===== src/rtl/kpscan.sv =====
// kpscan: 4x4 keypad column scanner with press/release debounce and one-cycle key events.
// The release event leaves on release_o because release is a reserved word.
module kpscan #(
    parameter int SCAN_DIV     = 50000,
    parameter int DEBOUNCE_CYC = 500000
) (
    input  logic       clk,
    input  logic       reset,
    input  logic [3:0] kpr,
    output logic [3:0] kpc,
    output logic [1:0] row_idx,
    output logic [1:0] col_idx,
    output logic       press,
    output logic       release_o,
    output logic       held
);
    localparam int DW = $clog2(SCAN_DIV);
    localparam int BW = $clog2(DEBOUNCE_CYC);
    typedef enum logic [1:0] {SCAN, PRESS_DB, HELD, RELEASE_DB} state_t;
    state_t state_q, state_d;
    logic [3:0] kpr_m_q, kpr_s_q, kpc_q, kpc_d, pat_q, pat_d;
    logic [DW-1:0] div_q, div_d;
    logic [BW-1:0] db_q, db_d;
    logic [1:0] row_q, row_d, col_q, col_d;
    logic press_q, press_d, rel_q, rel_d, held_q, held_d;
    logic idle, div_end, db_end, adv;
    assign idle    = kpr_s_q == 4'hF;
    assign div_end = div_q == DW'(SCAN_DIV - 1);
    assign db_end  = db_q == BW'(DEBOUNCE_CYC - 1);
    always_comb begin
        state_d = state_q;
        div_d   = div_q;
        db_d    = db_q;
        pat_d   = pat_q;
        row_d   = row_q;
        held_d  = held_q;
        press_d = 1'b0;
        rel_d   = 1'b0;
        adv     = 1'b0;
        case (state_q)
            SCAN:
                if (!div_end) div_d = div_q + 1'b1;
                else if (idle) begin
                    adv   = 1'b1;
                    div_d = '0;
                end else begin
                    pat_d   = kpr_s_q;
                    db_d    = '0;
                    state_d = PRESS_DB;
                end
            PRESS_DB:
                if (kpr_s_q != pat_q) begin
                    div_d   = '0;
                    state_d = SCAN;
                end else if (!db_end) db_d = db_q + 1'b1;
                else begin
                    state_d = HELD;
                    // multi-key patterns fall through to HELD as a silent lockout
                    if ($countones(~pat_q) == 1) begin
                        press_d = 1'b1;
                        held_d  = 1'b1;
                        row_d   = !pat_q[3] ? 2'd3 : !pat_q[2] ? 2'd2 : !pat_q[1] ? 2'd1 : 2'd0;
                    end
                end
            HELD:
                if (idle) begin
                    db_d    = '0;
                    state_d = RELEASE_DB;
                end
            RELEASE_DB:
                if (!idle) state_d = HELD;
                else if (!db_end) db_d = db_q + 1'b1;
                else begin
                    rel_d   = held_q;
                    held_d  = 1'b0;
                    adv     = 1'b1;
                    div_d   = '0;
                    state_d = SCAN;
                end
        endcase
        kpc_d = adv ? {kpc_q[0], kpc_q[3:1]} : kpc_q;
        col_d = adv ? col_q - 1'b1 : col_q;
    end
    always_ff @(posedge clk or posedge reset) begin
        if (reset) begin
            kpr_m_q <= 4'hF;
            kpr_s_q <= 4'hF;
            state_q <= SCAN;
            div_q   <= '0;
            db_q    <= '0;
            pat_q   <= 4'hF;
            kpc_q   <= 4'b0111;
            row_q   <= 2'd0;
            col_q   <= 2'd3;
            press_q <= 1'b0;
            rel_q   <= 1'b0;
            held_q  <= 1'b0;
        end else begin
            kpr_m_q <= kpr;
            kpr_s_q <= kpr_m_q;
            state_q <= state_d;
            div_q   <= div_d;
            db_q    <= db_d;
            pat_q   <= pat_d;
            kpc_q   <= kpc_d;
            row_q   <= row_d;
            col_q   <= col_d;
            press_q <= press_d;
            rel_q   <= rel_d;
            held_q  <= held_d;
        end
    end
    assign kpc       = kpc_q;
    assign row_idx   = row_q;
    assign col_idx   = col_q;
    assign press     = press_q;
    assign release_o = rel_q;
    assign held      = held_q;
endmodule


===== config.mk =====
export PLATFORM = sky130hd
export DESIGN_NAME = kpscan
export DESIGN_NICKNAME = d
export VERILOG_FILES = /design/src/rtl/kpscan.sv
export SDC_FILE = /design/constraint.sdc
export NUM_CORES = 1
export LEC_CHECK = 0
export CELL_PAD_IN_SITES_DETAIL_PLACEMENT = 1
export CELL_PAD_IN_SITES_GLOBAL_PLACEMENT = 1
export CORE_MARGIN = 5
export CORE_UTILIZATION = 47
export CTS_CLUSTER_DIAMETER = 150
export CTS_CLUSTER_SIZE = 12
export DETAILED_ROUTE_END_ITERATION = 16
export GPL_ROUTABILITY_DRIVEN = 0
export PLACE_DENSITY_LB_ADDON = 0.1
export SLEW_MARGIN = 15
export SYNTH_ARGS = -nofsm -noshare
export SYNTH_HDL_FRONTEND = slang
export SYNTH_SLANG_ARGS = --single-unit

===== constraint.sdc =====
create_clock -name clk -period 3 [get_ports clk]
set_clock_uncertainty 0.15 [all_clocks]
set_input_delay 0.45 -clock clk [delete_from_list [all_inputs] [get_ports clk]]
set_output_delay 0.45 -clock clk [all_outputs]
set_load 0.03 [all_outputs]

Yosys cells after proc, flatten, opt, wreduce, memory -nomap -nowiden:

Index checks and enable logic that the tools add are counted.

* flip-flop bits (word level): 60
* input port bits: 6
* output and inout port bits: 11
* logic and storage cells: 92

* add/subtract/negate cells: 6
* equality and inequality tests: 20
* muxes and demuxes: 42
* bitwise operators: 3
* reduce and logical (&&, ||, !) cells: 9

Operators by type and width (number)
* $mux 19: 6
* $mux 16: 5
* $pmux 19 s4: 1
* $pmux 16 s3: 1
* $add 19x1->19 const B: 1
* $eq 19x19->1 const B: 1
* $mux 2: 9
* $ne 2x2->1 const B: 9
* $mux 1: 17
* $add 16x1->16 const B: 1
* $eq 16x16->1 const B: 1
* $reduce_and 5->1: 3
* $ne 3x3->1 const B: 3
* $pmux 2 s4: 1
* $reduce_and 6->1: 1
* $add 1x1->2: 2
* $eq 2x2->1 const B: 2
* $eq 4x4->1 const B: 1
* $ne 4x4->1: 1
* $not 4->4: 1
* $pmux 1 s2: 2
* $reduce_and 4->1: 1
* $add 2x2->3: 1
* $eq 3x1->1 const B: 1
* 7 further kinds: 8

Longest topological paths before layout:

Gate-level depths: netlist of run 1.

* depth after elaboration: 8
* mapped depth: 9
* depth with buffers taken out: 8

Least setup slack after synthesis of run 1:

No wires, ideal clock.

* path type: reg2reg
* start point: reg pat_q[1]
* end point: reg row_q[0] (netlist: row_idx[0])
* setup time: 0.125 ns
* data arrival time: 2.256 ns
* data required time: 2.725 ns
* path slack: 0.469 ns
* stages on the path, launching flop included: 9
* buffers on the path: 1
* clock period less this slack: 2.531 ns
* path through: dfstp_2 fa_1 inv_1 ha_1 ha_1 nor3b_1 and4_1 clkbuf_1 mux2_2

* word-level cells in the longest chain between the ends: 5
* elaborated cells on any way between the ends: 10
* classes of those cells: add/sub: 2; eq/ne: 2; mux: 3; bitwise: 2; reduce/logical: 1

Ends and longest elaborated chain
* start: declaration: line 21 `logic [3:0] kpr_m_q, kpr_s_q, kpc_q, kpc_d, pat_q, pat_d;`
* start signal: assignment: line 104 `pat_q <= pat_d;`
* $not 4->4: line 59 `if ($countones(~pat_q) == 1) begin`
* $add 1x1->2 (not written as such): line 59
* $add 2x2->3 (not written as such): line 59
* $eq 3x1->1: line 59
* $reduce_and 4->1 (no source line)
* end signal: assignment: line 106 `row_q <= row_d;`
* end: declaration: line 24 `logic [1:0] row_q, row_d, col_q, col_d;`

Several ways; a longest one is shown, not always the timed one.
A chain may end at the register's enable or synchronous reset.

Worst setup path after layout of run 1:

* start point: reg div_q[11]
* end point: reg div_q[6]

* word-level cells in the longest chain between the ends: 3
* elaborated cells on any way between the ends: 5
* classes of those cells: eq/ne: 2; mux: 2; reduce/logical: 1

Ends and longest elaborated chain
* start: declaration: line 22 `logic [DW-1:0] div_q, div_d;`
* start signal: assignment: line 102 `div_q <= div_d;`
* $eq 16x16->1 *: line 28 `assign div_end = div_q == DW'(SCAN_DIV - 1);`
* $ne 3x3->1 (no source line) or $mux 16 (tied branches)
* $reduce_and 5->1 (no source line) or $pmux 16 s3 (tied branches)

Every way passes the cells marked *; elsewhere a longest branch is shown, timed or not.

==> flow_metrics.tcl, run 1 <==
set metrics [dict create \
    status "completed" \
    synth-edff-count 0 \
    yosysSeqAreaShare_pct 45.19 \
    async_flop_share_pct 100.0 \
    core_area_um2 6869 \
    cpPeakStageDelay_ps 580 \
    fin_hold_ws_ps 208.3 \
    firstDrtPassIters 4 \
    drive_gt1_share_pct 18.63 \
    grt_pass1_vias 2999 \
    syn_to_final_growth_pct 14.70 \
    ys_types 58 \
    layout_common_cells "dfrtp_1 (43), nand2_1 (25), nor2_1 (20), a31oi_1 (20)" \
    grt_overflow 0 \
    min_delay_worst_endpoint "kpr_s_q[3]" \
    cp.buffers_inverters 2 \
    clk_latency_ps 340 \
    setup_violations 0 \
    avgRoutedWirePerCell_um 18.76 \
    mostFrequentLayoutCell "dfrtp_1" \
    holdBufCountCts 0 \
    die_w_um 94.67 \
    ys.flop_type "dfrtp_1" \
    r2r_setup_slack_ps 290 \
    synth_top_area_share_pct 31.93 \
    via_per_inst 6.191 \
    startpoint_type "flip-flop" \
    io_buffers 16 \
    path_cells "or4_4, nor4_1, buf_4, and3_1, a2111oi_4, buf_4, a31oi_1" \
    power_leakage_nw 1.588 \
    drt_iter0_drc 140 \
    critPathRequiredTime_ps 3110 \
    reg2reg_depth 7 \
    initial_core_util_pct 49.05 \
    cp_slowest_cell "or4_4" \
    p_per_area_nw_per_um2 414.1 \
    post-route-period-util_pct 90.28 \
    synth_area_um2 3369 \
    drtAntennaViolNets 0 \
    grt_pass1_wl_um 14810 \
    holdPathStages 0 \
    syn_nets 357 \
    post-cts-setup-buffers 0 \
    num_vias 2854 \
    fp-row-count 30 \
    cts.clk_slew.worst_paths_ps 70 \
    die_height_um 94.67 \
    path_class "reg -> reg" \
    path_max_fanout 16 \
    min_period_ps 2708 \
    routed_wl_um 8648 \
    tightest_slew_ps 639.1 \
    synthTopCellsByArea "dfrtp_1 (32%), dfstp_2 (13%), a31oi_1 (3.7%), a41oi_1 (3.4%), mux2_2 (3.3%)" \
    hold_path.class "reg -> reg" \
    rsz0062_at_grt "false" \
    ir_drop_mv 0.2661 \
    slew_headroom_pct 57.33 \
    cts-resized-gates 0 \
    synth_warnings 0 \
    maxSlewViolCount 0 \
    die_area_um2 8962 \
    cts_tree "done" \
    critPathCaptureType "flip-flop" \
    path_common_cell "buf_4" \
    root_buffer "clkbuf_8" \
    ys_ff_latch 60 \
    fmax_mhz 369.2 \
    fill_cells 764 \
    synth_area_leader_cell "dfrtp_1" \
    synth.avg_cell_area_um2 9.852 \
    layout.nets 375 \
    cts_buffers 9 \
    dp_hpwl_um 6072 \
    final_hold_viol_count 0 \
    grt_max_degree 32 \
    path_delay_family "simple AND/OR/NAND/NOR gates" \
    reg2reg_from "div_q[11]" \
    antenna_found_initial 0 \
    hold_start "kpr_m_q[3]" \
    drc 0 \
    grt_util_all_layers_pct 21.29 \
    num_io_pins 17 \
    cts_buffer_depth 2 \
    arrival_ps 2810 \
    max_cap_viol_count 0 \
    fin_tns_setup_ps 0 \
    htree_levels 3 \
    clkSinkCount 60 \
    diodes 0 \
    r2r-end "div_q[6]" \
    synth_cells 342 \
]
-- sequential cells by signal, indices dropped and copies added, names as in the netlist, 2 cells and up --
register,cells
pat_q,4
div_q,16
state_q,2
kpr_m_q,4
col_idx,2
db_q,19
row_idx,2
kpr_s_q,4
kpc,4
-- Yosys cell counts (2+ instances only) --
master / instances
dfrtp_1: 43
nand2_1: 25
a31oi_1: 20
nor2_1: 20
a21oi_1: 18
o21ai_0: 18
dfstp_2: 17
inv_1: 17
a41oi_1: 13
clkbuf_1: 12
nand3_1: 12
nand4_1: 12
mux2_2: 10
nor4_1: 9
ha_1: 8
and3_1: 7
xnor2_1: 6
buf_2: 5
mux2i_1: 5
o41ai_1: 5
and4_1: 4
nor3_1: 4
o31ai_1: 4
o21a_1: 3
or2_2: 3
or4_1: 3
a211o_1: 2
a211oi_1: 2
a221o_1: 2
and2_1: 2
buf_1: 2
nand4b_1: 2
nor4b_1: 2
-- per-layer routing --
layer	GRT usage (%)	up-vias	wire length, um
met2	36.58	50	4404
met4	7.933	0	113
li1	-	1352	-
met1	26.41	1442	3904
met5	0	-	0
met3	4.143	10	226
-- cell families (layout without fill, tap and decap cells) --
kind of cell,Yosys count,count (layout),share of synthesized area (%)
adder cells (fa/ha/maj),9,9,3.565
flip-flops,60,60,45.19
AND/OR/NAND/NOR,117,117,19.61
XOR/XNOR,6,6,1.560
buffers and inverters,38,61,4.567
AO/OA/AOI/OAI,97,97,20.68
multiplexers,15,15,4.827
-- power by group --
| group | switching (mW) | leakage [nW] | internal (mW) |
|---|---|---|---|
| Sequential | 0.00416 | 0.763 | 0.819 |
| Combinational | 0.0198 | 0.727 | 0.0111 |
| Clock | 0.359 | 0.0971 | 0.387 |
| Total | 0.383 | 1.59 | 1.22 |
-- metrics by stage --
stage / power [mW] / instance area (um^2) / worst slack (ps) / util, % / cells
detailed placement: 0.8708 / 3669 / 305.0 / 53.41 / 445
global route: 1.662 / 3865 / 154.1 / 56.27 / 461
CTS: 1.624 / 3865 / 274.4 / 56.27 / 461
finish: 1.600 / 3865 / 291.5 / 56.27 / 461
floorplan: 0.8530 / 3369 / 469.0 / - / 342
global placement: 0.8694 / 3669 / 379.3 / 53.41 / 445
-- worst max-delay path by stage --
stage / start / end / slack, ps / depth (start not counted)
finish: div_q[11] / div_q[6] / 290 / 7
global route: div_q[10] / div_q[11] / 150 / 7
detailed placement: div_q[11] / div_q[5] / 310 / 7
global placement: div_q[10] / div_q[12] / 380 / 7
CTS: div_q[11] / div_q[6] / 270 / 7
floorplan: pat_q[1] / row_idx[0] / 470 / 8
-- area by class of cell --
cell class              count  area (um^2)  share of cell area [%]
inverters                  17        63.81                   1.651
clock inverters             7        72.57                   1.878
well taps                  96        120.1                   3.108
flip-flops and latches     60         1523                   39.40
multi-input cells         244         1699                   43.96
repair buffers             28        262.8                   6.798
clock buffers               9        123.9                   3.205
No activity file was read; power rests on OpenSTA's default activity.
==> inputs of run 2 (changes only) <==
--- a/config.mk
+++ b/config.mk
@@ -14,7 +14,7 @@
 export DETAILED_ROUTE_END_ITERATION = 16
 export GPL_ROUTABILITY_DRIVEN = 0
 export PLACE_DENSITY_LB_ADDON = 0.1
-export SLEW_MARGIN = 15
+export SLEW_MARGIN = 0
 export SYNTH_ARGS = -nofsm -noshare
 export SYNTH_HDL_FRONTEND = slang
 export SYNTH_SLANG_ARGS = --single-unit
==> results of run 2 <==
The final DEF is identical to that of run 1; final timing and power are the same.
==> inputs of run 3 (changes only) <==
--- a/config.mk
+++ b/config.mk
@@ -13,6 +13,7 @@
 export CTS_CLUSTER_SIZE = 12
 export DETAILED_ROUTE_END_ITERATION = 16
 export GPL_ROUTABILITY_DRIVEN = 0
+export MAX_ROUTING_LAYER = met4
 export PLACE_DENSITY_LB_ADDON = 0.1
 export SLEW_MARGIN = 0
 export SYNTH_ARGS = -nofsm -noshare
==> flow_metrics.tcl, run 3 (synthesis gave the netlist of run 1 again) <==
set metrics [dict create \
    avgRoutedWirePerCell_um 18.87 \
    power.total_mw 1.603 \
    top_layer "met4" \
    root_buffer "clkbuf_8" \
    ir_drop_mv 0.2682 \
    die_height_um 94.67 \
    core_area_um2 6869 \
    hold_start "kpr_m_q[3]" \
    io_buffers 16 \
    layout_common_cells "dfrtp_1 (43), nand2_1 (25), nor2_1 (20), a31oi_1 (20)" \
    p_per_area_nw_per_um2 414.8 \
    layout.nets 375 \
    htree_levels 3 \
    arrival_ps 2820 \
    stdcell_area_um2 3865 \
    max_cap_viol_count 0 \
    antenna_found_initial 0 \
    wl_met3_um 245 \
    die_w_um 94.67 \
    min_period_ps 2706 \
    num_vias 2858 \
    firstDrtPassIters 4 \
    post-cts-setup-buffers 0 \
    clkSinkCount 60 \
    path_class "reg -> reg" \
    rsz0062_at_grt "false" \
    routed_wl_um 8700 \
    fin_cells 461 \
    grt_overflow 0 \
    crit_start "div_q[11]" \
    startpoint_type "flip-flop" \
    cts_tree "done" \
    fmax_mhz 369.6 \
    status "completed" \
    mostFrequentLayoutCell "dfrtp_1" \
    met1Wirelength_um 3924 \
    placed_area_um2 3669 \
    clk_latency_ps 350 \
    wl_met2_um 4401 \
    drc 0 \
    maxSlewViolCount 0 \
    path_max_fanout 16 \
    post-route-period-util_pct 90.19 \
    grt_pass1_vias 3002 \
    largest_reg_flops 19 \
    reg2reg_from "div_q[11]" \
    grt_util_all_layers_pct 21.86 \
    r2r_setup_slack_ps 290 \
    initial_core_util_pct 49.05 \
    diodes 0 \
    top_register "db_q" \
    tightest_slew_ps 637.8 \
    drt_iter0_drc 142 \
    grt_pass1_wl_um 14800 \
    fin_tns_setup_ps 0 \
    critPathRequiredTime_ps 3110 \
    holdBufCountCts 0 \
    reg_top3 "db_q x19, div_q x16" \
    slew_headroom_pct 57.42 \
    die_area_um2 8962 \
    setup_violations 0 \
    drive_gt1_share_pct 18.63 \
    cts_buffers 9 \
    drtAntennaViolNets 0 \
    dp_hpwl_um 6072 \
    syn_to_final_growth_pct 14.70 \
    final_hold_viol_count 0 \
    cts-resized-gates 0 \
    cts.clk_slew.worst_paths_ps 70 \
    via_per_inst 6.200 \
    fp-row-count 30 \
    setup_slack_ps 294.4 \
    hold_path.class "reg -> reg" \
    critPathCaptureType "flip-flop" \
    power_leakage_nw 1.588 \
    place_ws_ps 305.0 \
    num_io_pins 17 \
    grt_max_degree 32 \
    dp_cells 445 \
    cts_buffer_depth 2 \
]
-- run 3: cell counts in the layout (fill, tap and decap cells not counted) --
No cell type changed its count.
-- run 3: worst paths after layout --
| kind | end | cells past startpoint |
|---|---|---|
| worst max-delay path | div_q[6] | 7 |
| worst min-delay path | kpr_s_q[3] | 0 |
| worst max register to register | div_q[6] | 7 |
| worst min register to register | kpr_s_q[3] | 0 |
| max in group asynchronous | db_q[2] | 3 |
| min in group asynchronous | db_q[12] | 2 |
-- run 3: layer usage --
metal  vias to the layer above  track usage (%)
li1                       1352                -
met1                      1451            26.41
met2                        44            36.58
met3                        11            3.904
met4                         0            7.933
met5                         -                -
-- run 3: through the flow --
stage	utilization, %	hold WS [ps]
2_1_floorplan	-	195.2
3_3_place_gp	53.41	196.4
3_5_place_dp	53.41	199.0
4_1_cts	56.27	211.1
5_1_grt	56.27	218.2
6_report	56.27	208.4
-- run 3: power by group --
part / internal (mW) / total [mW] / switching [mW]
registers: 0.819 / 0.823 / 0.00410
clock network: 0.387 / 0.749 / 0.362
logic: 0.0111 / 0.0308 / 0.0198
-- run 3: final cells by class --
cell class              instances  area [um^2]
fillers                       764         3004
multi-input cells             244         1699
flip-flops and latches         60         1523
repair buffers                 28        262.8
clock buffers                   9        123.9
well taps                      96        120.1
clock inverters                 7        72.57
inverters                      17        63.81
-- run 3: worst max-delay path, stage by stage, from the launching register on --
cell,delay (ps)
dfrtp_1,460
or4_4,580
nor4_1,370
buf_4,200
and3_1,360
a2111oi_4,90
buf_4,230
a31oi_1,190
